### src/rtl/id_ex_pkg.sv
// Shared widths and payload layout for the ID/EX stage register.
package id_ex_pkg;

  localparam int unsigned DefDataW    = 32;
  localparam int unsigned DefRegAddrW = 5;
  localparam int unsigned DefWbW      = 2;
  localparam int unsigned DefMW       = 2;
  localparam int unsigned DefExW      = 4;
  localparam int unsigned DefCntW     = 16;

  localparam int unsigned CTRL_W    = DefWbW + DefMW + DefExW;
  localparam int unsigned PAYLOAD_W = CTRL_W + 3 * DefDataW + 3 * DefRegAddrW;

  // Packed order is {wb, m, ex, r1, r2, sext, rt, rd, rs}.
  // The control fields sit in the top CTRL_W bits.
  function automatic int unsigned payload_w(int unsigned data_w, int unsigned reg_w,
                                            int unsigned ctrl_w);
    return ctrl_w + 3 * data_w + 3 * reg_w;
  endfunction

endpackage

### src/rtl/pipe_skid_buf.sv
// Generic 2-entry skid buffer with valid/ready, synchronous flush and registered in_ready.
// On flush the top ClrW bits of both entries are cleared and the rest are kept.
module pipe_skid_buf #(
  parameter int unsigned W    = 8,
  parameter int unsigned ClrW = 0
) (
  input  logic         clk_i,
  input  logic         rst_i,
  input  logic         flush_i,
  input  logic         in_valid_i,
  output logic         in_ready_o,
  input  logic [W-1:0] in_data_i,
  output logic         out_valid_o,
  input  logic         out_ready_i,
  output logic [W-1:0] out_data_o
);

  localparam logic [W-1:0] KeepMask = {W{1'b1}} >> ClrW;

  logic         main_valid_q, main_valid_d;
  logic         skid_valid_q, skid_valid_d;
  logic [W-1:0] main_data_q, main_data_d;
  logic [W-1:0] skid_data_q, skid_data_d;
  logic         accept;
  logic         drained;

  // Next-state: flush, then skid refill, then direct load, then overflow into skid.
  always_comb begin
    main_valid_d = main_valid_q;
    skid_valid_d = skid_valid_q;
    main_data_d  = main_data_q;
    skid_data_d  = skid_data_q;
    accept       = in_valid_i & ~skid_valid_q;
    drained      = ~main_valid_q | out_ready_i;
    if (flush_i) begin
      main_valid_d = 1'b0;
      skid_valid_d = 1'b0;
      main_data_d  = main_data_q & KeepMask;
      skid_data_d  = skid_data_q & KeepMask;
    end else if (skid_valid_q && drained) begin
      // in_ready is low while skid is full, so no accept can collide here.
      main_data_d  = skid_data_q;
      main_valid_d = 1'b1;
      skid_valid_d = 1'b0;
    end else if (drained) begin
      main_valid_d = accept;
      if (accept) main_data_d = in_data_i;
    end else if (accept) begin
      skid_data_d  = in_data_i;
      skid_valid_d = 1'b1;
    end
  end

  // State registers with synchronous reset.
  always_ff @(posedge clk_i) begin
    if (rst_i) begin
      main_valid_q <= 1'b0;
      skid_valid_q <= 1'b0;
      main_data_q  <= '0;
      skid_data_q  <= '0;
    end else begin
      main_valid_q <= main_valid_d;
      skid_valid_q <= skid_valid_d;
      main_data_q  <= main_data_d;
      skid_data_q  <= skid_data_d;
    end
  end

  assign in_ready_o  = ~skid_valid_q;
  assign out_valid_o = main_valid_q;
  assign out_data_o  = main_data_q;

endmodule

### src/rtl/id_ex_stage_reg.sv
// ID/EX pipeline stage register: bubble masking, skid-buffered handshake, output
// control masking and a saturating stall counter.
module id_ex_stage_reg
  import id_ex_pkg::*;
#(
  parameter int unsigned DATA_W     = DefDataW,
  parameter int unsigned REG_ADDR_W = DefRegAddrW,
  parameter int unsigned WB_W       = DefWbW,
  parameter int unsigned M_W        = DefMW,
  parameter int unsigned EX_W       = DefExW,
  parameter int unsigned CNT_W      = DefCntW
) (
  input  logic                  clk,
  input  logic                  rst,
  input  logic                  in_valid,
  output logic                  in_ready,
  input  logic [WB_W-1:0]       wb_in,
  input  logic [M_W-1:0]        m_in,
  input  logic [EX_W-1:0]       ex_in,
  input  logic [DATA_W-1:0]     data_r1_in,
  input  logic [DATA_W-1:0]     data_r2_in,
  input  logic [DATA_W-1:0]     sign_ext_in,
  input  logic [REG_ADDR_W-1:0] rs_in,
  input  logic [REG_ADDR_W-1:0] rt_in,
  input  logic [REG_ADDR_W-1:0] rd_in,
  input  logic                  bubble,
  input  logic                  flush,
  output logic                  out_valid,
  input  logic                  out_ready,
  output logic [WB_W-1:0]       wb_out,
  output logic [M_W-1:0]        m_out,
  output logic [EX_W-1:0]       ex_out,
  output logic [DATA_W-1:0]     data_r1_out,
  output logic [DATA_W-1:0]     data_r2_out,
  output logic [DATA_W-1:0]     sign_ext_out,
  output logic [REG_ADDR_W-1:0] rs_out,
  output logic [REG_ADDR_W-1:0] rt_out,
  output logic [REG_ADDR_W-1:0] rd_out,
  output logic [CNT_W-1:0]      stall_cnt
);

  localparam int unsigned CtrlW = WB_W + M_W + EX_W;
  localparam int unsigned PldW  = payload_w(DATA_W, REG_ADDR_W, CtrlW);
  localparam logic [CNT_W-1:0] CntMax = {CNT_W{1'b1}};

  logic [CtrlW-1:0] ctrl_in, ctrl_held;
  logic [PldW-1:0]  pld_in, pld_out;
  logic [CNT_W-1:0] stall_cnt_q, stall_cnt_d;

  // A bubble turns the captured entry into a NOP; data and specifiers pass through.
  assign ctrl_in = bubble ? '0 : {wb_in, m_in, ex_in};
  assign pld_in  = {ctrl_in, data_r1_in, data_r2_in, sign_ext_in, rt_in, rd_in, rs_in};

  pipe_skid_buf #(
    .W    (PldW),
    .ClrW (CtrlW)
  ) u_skid (
    .clk_i       (clk),
    .rst_i       (rst),
    .flush_i     (flush),
    .in_valid_i  (in_valid),
    .in_ready_o  (in_ready),
    .in_data_i   (pld_in),
    .out_valid_o (out_valid),
    .out_ready_i (out_ready),
    .out_data_o  (pld_out)
  );

  assign {ctrl_held, data_r1_out, data_r2_out, sign_ext_out, rt_out, rd_out, rs_out} = pld_out;

  // Control outputs read as zero whenever no valid entry is held.
  assign {wb_out, m_out, ex_out} = out_valid ? ctrl_held : '0;

  // Stall counter next-state: saturating count of held cycles.
  always_comb begin
    stall_cnt_d = stall_cnt_q;
    if (out_valid && !out_ready && stall_cnt_q != CntMax) stall_cnt_d = stall_cnt_q + 1'b1;
  end

  // Stall counter register; only reset clears it.
  always_ff @(posedge clk) begin
    if (rst) stall_cnt_q <= '0;
    else     stall_cnt_q <= stall_cnt_d;
  end

  assign stall_cnt = stall_cnt_q;

endmodule

### config.mk
export PLATFORM = sky130hd
export DESIGN_NAME = id_ex_stage_reg
export DESIGN_NICKNAME = d
export VERILOG_FILES = /design/src/rtl/id_ex_pkg.sv /design/src/rtl/pipe_skid_buf.sv /design/src/rtl/id_ex_stage_reg.sv
export SDC_FILE = /design/constraint.sdc
export NUM_CORES = 1
export LEC_CHECK = 0
export CORE_ASPECT_RATIO = 1.4
export CORE_MARGIN = 2
export CORE_UTILIZATION = 52
export CTS_BUF_LIST = sky130_fd_sc_hd__clkbuf_8
export CTS_CLUSTER_DIAMETER = 50
export CTS_CLUSTER_SIZE = 40
export DETAILED_ROUTE_END_ITERATION = 8
export PLACE_DENSITY = 0.82
export SETUP_SLACK_MARGIN = 0.1
export SLEW_MARGIN = 0
export SYNTH_ARGS = -nofsm -noshare
export SYNTH_HDL_FRONTEND = slang
export SYNTH_SLANG_ARGS = --single-unit
### constraint.sdc
create_clock -name clk -period 2.3 [get_ports clk]
set_input_delay 0.69 -clock clk [delete_from_list [all_inputs] [get_ports clk]]
set_output_delay 0.69 -clock clk [all_outputs]
set_load 0.02 [all_outputs]
==> flow_summary_export.csv <==
group,metric,value,unit
final_layout,syn_to_final_growth,23.0,%
critical_path,crit_cells,2,
grt,grt_overflow,0,
routing,wl_per_cell,15.6,um
floorplanning,fp-row-count,62,
critical_path,slowest_delay,0.44,ns
critical_path,rr_startpoint,"stall_cnt[13]",
timing,max_clock_freq,475,MHz
yosys,netlist_instances,1404,
timing,max_slew.worst_pin.slew,0.883,ns
critical_path,crit_path_start,"u_skid.out_valid_o",
floorplanning,die_x,127,um
yosys,syn_nets,1530,
yosys,synth_seq_area_share,0.467,
grt,met2_usage,0.423,
hold_path,worstHoldPathCells,2,
critical_path,crit_required,1.61,ns
critical_path,reg2regPathDepth,4,
yosys,synthFlopType,"dfxtp_1",
grt,grt_usage,0.238,
timing,slew_viol_final,0,
grt,grt_pass1_vias,9240,
clock_tree,cts_sinks,256,
grt,antenna_found_initial,1,
critical_path,critPathArrivalTime,1.42,ns
critical_path,cp-end-kind,"primary output",
timing,setup_viol,0,
hold_path,hp-class,"flop to flop",
yosys,synth_top_area_cell,"dfxtp_1",
clock_tree,clk_latency,0.52,ns
place,portBuffers,261,
yosys,synth_top_area_frac,0.467,
yosys,ys_ff_latch,256,
place,gp_congestion,0.845,
run,maxCapViolCount,0,
critical_path,cp_num_buf_inv,1,
yosys,synth.area.top_cells,"dfxtp_1 (47%), nand2_1 (16%), a311oi_1 (8.9%)",
timing,post-route-period-util,0.916,
timing,hold_viol,0,
pwr,ir_worst_vdd,0.449,mV
clock_tree,cts_root_buffer,"clkbuf_8",
routing,drtIter0Drc,724,
grt,grt_pass1_wl,44400,um
critical_path,cpMaxStageDelayCell,"dfxtp_4",
floorplanning,start_util,0.532,
grt,grt_most_used_layer,"met2",
routing,route.detailed.drc,0,
grt,grt_max_degree,102,
yosys,synth.cell_area,11000,um^2
clock_tree,clk_pin_slew_worst_paths,0.13,ns
routing,first_pass_iters,5,
critical_path,reg2reg_slack,0.47,ns
final_layout,fin_cells,1779,
place,dpl.cell_count,1750,
final_layout,fill_cells,1743,
timing,skew,0.0163,ns
yosys,syn_avg_cell_area,7.82,um^2
clock_tree,clockBufferDepth,3,
timing,slew_headroom,0.409,
yosys,synth_edf_count,0,
pwr,power_density,594,nW/um^2
floorplanning,fp.dieH,176,um
critical_path,crit_fanout,15,
clock_tree,cts_tree,"done",
pwr,power,8.02,mW
yosys,synth_cell_types,42,
critical_path,crit_end,"wb_out[1]",
clock_tree,cts_inserted_buffers,16,
critical_path,critical_path_class,"flop to primary output",
critical_path,path_delay_family,"flip-flops",
grt,met3_usage,0.0567,
floorplanning,dieArea,22300,um^2
clock_tree,ctsHtreeMaxLevel,1,
timing,rsz0062_at_grt,"false",
final_layout,drive_gt1_frac,0.0598,
critical_path,worstPathCellList,"and2_1 > clkdlybuf4s15_1",
grt,use_met1,0.273,
critical_path,start_kind,"flop",
routing,num_vias,9662,
pwr,p_leak,5.52,nW
routing,postRouteAntennaNets,0,
place,dp_hpwl,18600,um
routing,wirelength,27800,um
floorplanning,core,20600,um^2
floorplanning,io_pins,262,
yosys,async_flop_share,0,
final_layout,nets,1638,
run_status,status,"completed",
routing,via_per_inst,5.43,
yosys,yosys_warnings,0,
critical_path,r2r-end,"stall_cnt[0]",
timing,fin_crit,2.11,ns
-- cells in the final DEF, fill, tap and decap left out, types with 9 or more instances in the layout --
cell type,count
a21oi_1,129
buf_4,27
a211oi_1,10
dlymetal6s2s_1,24
nor2_1,129
clkbuf_8,19
dlygate4sd2_1,105
clkdlybuf4s50_1,123
dfxtp_1,254
a311oi_1,112
and2_1,9
buf_12,21
nand2_1,459
-- cell type report --
class / instances / area, um^2 / share of cell area
Antenna cell: 1 / 2.50 / 0.000185
Clock buffer: 19 / 262 / 0.0194
Clock inverter: 9 / 58.8 / 0.00435
Inverter: 6 / 22.5 / 0.00167
Multi-Input combinational cell: 923 / 4550 / 0.337
Sequential cell: 256 / 5130 / 0.380
Tap cell: 256 / 320 / 0.0237
Timing Repair Buffer: 309 / 3160 / 0.234
-- synth_stat cells, types with 4 or more instances --
cell and n:
a211oi_1 10, a21oi_1 129, a22oi_1 7, a311oi_1 112, and2_1 9, buf_2 54, buf_4 111, clkbuf_1 54
dfxtp_1 256, inv_1 5, nand2_1 460, nand2b_1 4, nand3_1 4, nand3b_1 7, nand4_1 5, nor2_1 130
nor3_1 4, o21ai_0 5, or3_1 5
-- metal layers --
layer  wire, um  part of all wire
met2      13800              0.50
met5          0                 0
met1      10900              0.39
met3       2000             0.072
met4       1060             0.038
-- sequential cells by signal, indices dropped and copies added (netlist names) --
register / count
u_skid.skid_valid_q: 1
stall_cnt: 16
u_skid.out_data_o: 119
u_skid.skid_data_q: 119
u_skid.out_valid_o: 1
-- worst min-delay path: cells and delay by family (launching register included) --
kind	cells	cell delay, ns
DFF	1	0.33
and+or+nand+nor	1	0.05
AOI/OAI and AO/OA	1	0.05
-- repair_timing --
item,in CTS,in global routing
hold buffers,0,0
buffers inserted,0,0
endpoints found under the setup margin,113,32
pin swaps,0,0
gates resized for setup,116,33
-- worst min path at each step --
| stage | endpoint | slack, ns | startpoint |
|---|---|---|---|
| final | u_skid.skid_data_q[114] | 0.46 | u_skid.skid_data_q[114] |
| after detailed placement | u_skid.skid_data_q[114] | 0.44 | u_skid.skid_data_q[114] |
| after global routing | u_skid.skid_data_q[7] | 0.47 | rst |
| after global placement | u_skid.skid_data_q[111] | 0.44 | u_skid.skid_data_q[111] |
| after CTS | u_skid.skid_data_q[114] | 0.46 | u_skid.skid_data_q[114] |
| after floorplan | u_skid.skid_data_q[111] | 0.43 | u_skid.skid_data_q[111] |
-- metrics by stage --
stage,TNS (ns),instance area [um^2],utilization,hold WS (ns),setup slack (ns)
floorplan,0,11000,-,0.432,0.459
global placement,-7.33,13300,0.642,0.439,-0.100
detailed placement,-15.46,13300,0.642,0.443,-0.217
CTS,0,13400,0.651,0.461,0.102
global route,0,13500,0.655,0.472,0.107
finish,0,13500,0.655,0.460,0.193
-- power breakdown --
part           internal, mW  switching (mW)  total, mW
combinational         0.532           0.608       1.14
clock                 0.788            1.42       2.21
sequential             4.59          0.0826       4.67
total                  5.91            2.11       8.02
-- kinds of logic after synthesis --
| kind of cell | Yosys count | share of synthesized area |
|---|---|---|
| AO/OA/AOI/OAI | 270 | 0.168 |
| XOR/XNOR | 2 | 0.00160 |
| adder cells (fa/ha/maj) | 1 | 0.00114 |
| buffers and inverters | 225 | 0.121 |
| flip-flops | 256 | 0.467 |
| multiplexers | 4 | 0.00387 |
| AND/OR/NAND/NOR | 646 | 0.238 |
(Power assumes the default switching activity.)
